$ cat src/rtl/signed_divider_seq.sv
// signed_divider_seq: sequential two's-complement divider, q = a / b and r = a % b,
// both truncating toward zero. A restoring shift-and-subtract engine on the operand
// magnitudes produces one quotient bit per clock. The signs are applied when the
// result is written.
//
// Ports:
//   clk       rising-edge clock
//   rst       synchronous reset, active-high; aborts any division in progress
//   start     request, sampled only while idle; a and b are captured on acceptance
//   a, b      signed dividend and divisor (WIDTH bits)
//   busy      high while a division is in progress (calculating or done)
//   done      one-cycle pulse; q, r and the flags are valid from this cycle on
//   q, r      signed quotient and remainder; the remainder takes the dividend's sign
//   overflow  quotient not representable (most-negative / -1)
//   div_zero  divisor was zero; q = -1 and r = a
module signed_divider_seq #(
  parameter int unsigned WIDTH = 4
) (
  input  logic             clk,
  input  logic             rst,
  input  logic             start,
  input  logic [WIDTH-1:0] a,
  input  logic [WIDTH-1:0] b,
  output logic             busy,
  output logic             done,
  output logic [WIDTH-1:0] q,
  output logic [WIDTH-1:0] r,
  output logic             overflow,
  output logic             div_zero
);

  localparam int unsigned CntW = (WIDTH > 2) ? $clog2(WIDTH) : 1;
  localparam logic [CntW-1:0] LastCnt = CntW'(WIDTH - 1);

  typedef enum logic [1:0] {StIdle, StCalc, StDone} state_e;

  state_e           state_q;
  logic [WIDTH-1:0] p_q;      // partial remainder, always < |b| so WIDTH bits suffice
  logic [WIDTH-1:0] d_q;      // dividend shift register, fills with quotient bits
  logic [WIDTH-1:0] babs_q;
  logic [CntW-1:0]  cnt_q;
  logic             sign_q_q;
  logic             sign_r_q;
  logic             ovf_q;

  logic [WIDTH-1:0] a_abs, b_abs;
  logic             a_is_min, b_is_neg1;
  logic [WIDTH:0]   p_shift;
  logic             q_bit;
  logic [WIDTH-1:0] p_next, d_next, q_res, r_res;

  always_comb begin
    // |most-negative| = 2^(WIDTH-1) still fits as an unsigned WIDTH-bit value
    a_abs     = a[WIDTH-1] ? (-a) : a;
    b_abs     = b[WIDTH-1] ? (-b) : b;
    a_is_min  = (a == {1'b1, {(WIDTH-1){1'b0}}});
    b_is_neg1 = (b == {WIDTH{1'b1}});

    p_shift = {p_q, d_q[WIDTH-1]};
    q_bit   = (p_shift >= {1'b0, babs_q});
    if (q_bit) begin
      p_next = WIDTH'(p_shift - {1'b0, babs_q});
    end else begin
      p_next = p_shift[WIDTH-1:0];
    end
    d_next = {d_q[WIDTH-2:0], q_bit};

    // Negating the magnitude quotient wraps most-negative / -1 back to most-negative
    q_res = sign_q_q ? (-d_next) : d_next;
    r_res = sign_r_q ? (-p_next) : p_next;
  end

  always_ff @(posedge clk) begin
    if (rst) begin
      state_q  <= StIdle;
      p_q      <= '0;
      d_q      <= '0;
      babs_q   <= '0;
      cnt_q    <= '0;
      sign_q_q <= 1'b0;
      sign_r_q <= 1'b0;
      ovf_q    <= 1'b0;
      busy     <= 1'b0;
      done     <= 1'b0;
      q        <= '0;
      r        <= '0;
      overflow <= 1'b0;
      div_zero <= 1'b0;
    end else begin
      case (state_q)
        StIdle: begin
          done <= 1'b0;
          if (start) begin
            busy     <= 1'b1;
            overflow <= 1'b0;
            div_zero <= 1'b0;
            if (b == '0) begin
              // Nothing to iterate: report straight away
              state_q  <= StDone;
              done     <= 1'b1;
              q        <= '1;
              r        <= a;
              div_zero <= 1'b1;
            end else begin
              state_q  <= StCalc;
              p_q      <= '0;
              d_q      <= a_abs;
              babs_q   <= b_abs;
              cnt_q    <= '0;
              sign_q_q <= a[WIDTH-1] ^ b[WIDTH-1];
              sign_r_q <= a[WIDTH-1];
              ovf_q    <= a_is_min && b_is_neg1;
            end
          end
        end

        StCalc: begin
          p_q   <= p_next;
          d_q   <= d_next;
          cnt_q <= cnt_q + 1'b1;
          if (cnt_q == LastCnt) begin
            state_q  <= StDone;
            done     <= 1'b1;
            q        <= q_res;
            r        <= r_res;
            overflow <= ovf_q;
          end
        end

        StDone: begin
          state_q <= StIdle;
          done    <= 1'b0;
          busy    <= 1'b0;
        end

        default: begin
          state_q <= StIdle;
          done    <= 1'b0;
          busy    <= 1'b0;
        end
      endcase
    end
  end

endmodule

$ cat config.mk
export PLATFORM = sky130hd
export DESIGN_NAME = signed_divider_seq
export DESIGN_NICKNAME = d
export VERILOG_FILES = /design/src/rtl/signed_divider_seq.sv
export SDC_FILE = /design/constraint.sdc
export NUM_CORES = 1
export LEC_CHECK = 0
export CAP_MARGIN = 20
export CORE_MARGIN = 2
export CORE_UTILIZATION = 45
export CTS_CLUSTER_DIAMETER = 40
export DETAILED_ROUTE_END_ITERATION = 7
export GPL_ROUTABILITY_DRIVEN = 0
export PLACE_DENSITY = 0.78
export SLEW_MARGIN = 30
export SYNTH_ARGS = -nofsm -noshare
export SYNTH_HDL_FRONTEND = slang
export SYNTH_SLANG_ARGS = --single-unit
$ cat constraint.sdc
create_clock -name clk -period 2.05 [get_ports clk]
set_input_delay 0.41 -clock clk [delete_from_list [all_inputs] [get_ports clk]]
set_output_delay 0.41 -clock clk [all_outputs]
set_load 0.03 [all_outputs]
==> impl_metrics.tcl, run 1 <==
set metrics [dict create \
    setup_viol 0 \
    setup_tns_ns 0 \
    vias_per_cell 5.463 \
    cp.arrival_ns 2.19 \
    clkSinkCount 31 \
    yosysTopAreaCell "dfxtp_1" \
    pwr-share-comb_pct 31.5 \
    cp_common_cell "inv_2" \
    initial_core_util_pct 47.01 \
    num-nets-final 272 \
    worstSetupPathType "reg2reg" \
    drt_pre_antenna_iters 4 \
    cp.required_ns 2.20 \
    synth_area_um2 1734 \
    ys_ff_latch 31 \
    cts_root_buf "clkbuf_8" \
    grt_pass1_wl_um 6975 \
    place_ws_ns -0.2106 \
    cts_buffer_depth 2 \
    fmax_ghz 0.4917 \
    cts_buffers 5 \
    antenna_left 0 \
    synth_edf_count 0 \
    core_um2 3689 \
    die_h_um 66.08 \
    p_switching_w 0.0005233 \
    critical_path.top_delay_family "adder cells" \
    hold_viol_final 0 \
    cp_max_fo 3 \
    max_slew_margin_pct 75.09 \
    slew_viol_final 0 \
    slowest_stage "fa_1" \
    grt_usage_pct 21.07 \
    fillers 316 \
    overflow 0 \
    rows 22 \
    design.die.area_um2 4367 \
    clkTransAtPathRegs_ns 0.06 \
    whs_ns 0.4544 \
    io_buffers 22 \
    cts_tree "done" \
    wl_per_cell_um 14.37 \
    async_flop_share_pct 0 \
    crit_buf_inv 2 \
    yosysSeqAreaShare_pct 35.79 \
    drc 0 \
    area_growth_pct 33.62 \
    slowest_delay_ns 0.58 \
    powerDensity_nw_per_um2 751.2 \
    critPathLaunchType "flip-flop" \
    status "finished, final reports clean" \
    leakage_nw 0.9127 \
    die_x_um 66.08 \
    vdd_drop_max_uv 454.1 \
    pwr-share-seq_pct 38.5 \
    synth_cells 207 \
    fin_skew_ns 0.004059 \
    yosysUniqueCellTypes 44 \
    yosys.area.top_type_share_pct 35.79 \
    post-dp-hpwl_um 3122 \
    antenna_cells 0 \
    clk_latency_ns 0.28 \
    holdBufCountCts 0 \
    grt_pass1_vias 1515 \
    synth_top_cells_by_area "dfxtp_1 36%, ha_1 6.5%, nor2_1 5.4%" \
    antenna_found_initial 0 \
    vias 1639 \
    setup.worst_path.end_class "flip-flop" \
    tightest_slew_ns 0.3723 \
    pwr-share-clk_pct 30.0 \
    rsz0062_at_grt "yes" \
    yosysWarnings 0 \
    synth_ff_type "dfxtp_1" \
    p_int_w 0.001217 \
    switching_share_pct 30.06 \
    crit_chain "inv_2, ha_4, inv_2, fa_1, nand2b_4, o21ai_1, mux2i_1, xor2_1, o22ai_1" \
    wirelength_um 4311 \
    htreeDepth 2 \
    drive_gt1_share_pct 21.03 \
    hold_path_class "reg2reg" \
    fin_crit_sh_pct 99.21 \
    fin_ws_ns 0.01623 \
    syn_nets 228 \
    io-pin-count 23 \
    grt_max_degree 16 \
    avgSynthCellArea_um2 8.378 \
    period_needed_ns 2.034 \
    drv_cap 0 \
    drt_iter0_drc 136 \
]
==> metrics by stage <==
step / total power (W) / instance area (um2) / std cells / utilization, %
floorplan: 0.001004 / 1734 / 207 / -
global placement: 0.001166 / 2146 / 291 / 58.18
detailed placement: 0.001177 / 2146 / 291 / 58.18
CTS: 0.001711 / 2256 / 299 / 61.16
global route: 0.001827 / 2317 / 300 / 62.82
finish: 0.001741 / 2317 / 300 / 62.82
==> layer usage <==
metal	routed length, um	GRT usage [%]
met1	1932	27.30
met3	242	5.111
met4	74	5.867
met5	0	0
met2	2060	34.75
==> timing repair <==
item	in CTS	in global routing
setup buffers	0	1
setup endpoints to repair	2	10
gates cloned	0	0
resized for setup	3	17
pin swaps	0	7
==> worst reg2reg max path: cells and delay by family, from the launching register on <==
family                     cells  cell delay [ns]
xor gates and xnor gates       1             0.20
adders and majority gates      2             0.73
buffers and inverters          2             0.13
DFF                            1             0.34
muxes                          1             0.20
and+or+nand+nor                1             0.15
AOI/OAI and AO/OA              2             0.17
==> cell usage after synthesis (4+ instances only) <==
library cell,number
a311oi_1,4
o21ai_0,8
nor2_1,25
ha_1,9
inv_1,11
dfxtp_1,31
clkbuf_1,5
mux2i_1,8
nand2_1,20
xnor2_1,6
a211oi_1,6
nand2b_1,6
a21oi_1,14
o211ai_1,4
nor2b_1,6
==> logic make-up after synthesis <==
group / Yosys count / synth area share [%]
fa+ha+maj: 10 / 7.648
buf+inv: 19 / 5.050
compound gates: 48 / 18.61
simple gates: 81 / 23.09
xor+xnor: 9 / 4.546
flops: 31 / 35.79
mux: 9 / 5.267
==> final cells by class <==
| type | count | area [um2] | area share (%) |
|---|---|---|---|
| clock buffer | 8 | 100.1 | 4.320 |
| sequential | 31 | 625.6 | 27.00 |
| timing repair buffer | 45 | 405.4 | 17.49 |
| multi-input combinational | 157 | 1085 | 46.81 |
| tap | 48 | 60.06 | 2.592 |
| inverter | 11 | 41.29 | 1.782 |
==> placed cells by master, fill, tap and decap left out, types with 3 or more instances in the layout <==
cell type,netlist,final
a211oi_1,6,6
a21oi_1,14,14
a311oi_1,4,4
and3_1,3,3
buf_4,0,22
clkbuf_8,0,7
clkdlybuf4s50_1,0,22
dfxtp_1,31,27
dfxtp_2,0,4
ha_1,9,8
inv_1,11,9
mux2i_1,8,7
nand2_1,20,18
nand2b_1,6,5
nand3_1,3,3
nand3b_1,3,3
nor2_1,25,24
nor2b_1,6,5
nor3_1,3,3
o211ai_1,4,4
o21ai_0,8,6
xnor2_1,6,6
xor2_1,3,3
==> power by group through the flow <==
| stage | clock, W | combinational (W) | sequential (W) |
|---|---|---|---|
| 6_report | 0.000523 | 0.000548 | 0.000670 |
| 5_1_grt | 0.000557 | 0.000596 | 0.000674 |
| 4_1_cts | 0.000531 | 0.000513 | 0.000667 |
| 3_5_place_dp | 0 | 0.000497 | 0.000679 |
| 3_3_place_gp | 0 | 0.000487 | 0.000678 |
| 2_1_floorplan | 0 | 0.000321 | 0.000684 |
==> flip-flops by register name, indices dropped and copies added, names as in the netlist <==
name      cells
babs_q        4
busy          1
cnt_q         2
d_q           4
div_zero      1
done          1
overflow      1
ovf_q         1
p_q           4
q             4
r             4
sign_q_q      1
sign_r_q      1
state_q       2
==> path summary, 6_finish.rpt <==
check / cells after the start / endpoint / slack [ns] / start
setup / recovery: 9 / r[3] / 0.02 / d_q[3]
hold / removal: 2 / div_zero / 0.45 / div_zero
hold reg to reg: 2 / div_zero / 0.45 / div_zero
setup reg to reg: 9 / r[3] / 0.02 / d_q[3]
No activity file was read; power rests on OpenSTA's default activity.
==> inputs of run 2 (changes only) <==
--- a/config.mk
+++ b/config.mk
@@ -5,7 +5,7 @@
 export SDC_FILE = /design/constraint.sdc
 export NUM_CORES = 1
 export LEC_CHECK = 0
-export CAP_MARGIN = 20
+export CAP_MARGIN = 5
 export CORE_MARGIN = 2
 export CORE_UTILIZATION = 45
 export CTS_CLUSTER_DIAMETER = 40
==> results of run 2 <==
No change in the layout: final DEF, timing and power equal those of run 1.
==> inputs of run 3 (changes only) <==
--- a/config.mk
+++ b/config.mk
@@ -12,7 +12,7 @@
 export DETAILED_ROUTE_END_ITERATION = 7
 export GPL_ROUTABILITY_DRIVEN = 0
 export PLACE_DENSITY = 0.78
-export SLEW_MARGIN = 30
+export SLEW_MARGIN = 10
 export SYNTH_ARGS = -nofsm -noshare
 export SYNTH_HDL_FRONTEND = slang
 export SYNTH_SLANG_ARGS = --single-unit
==> results of run 3 <==
No change in the layout: final DEF, timing and power equal those of run 1.
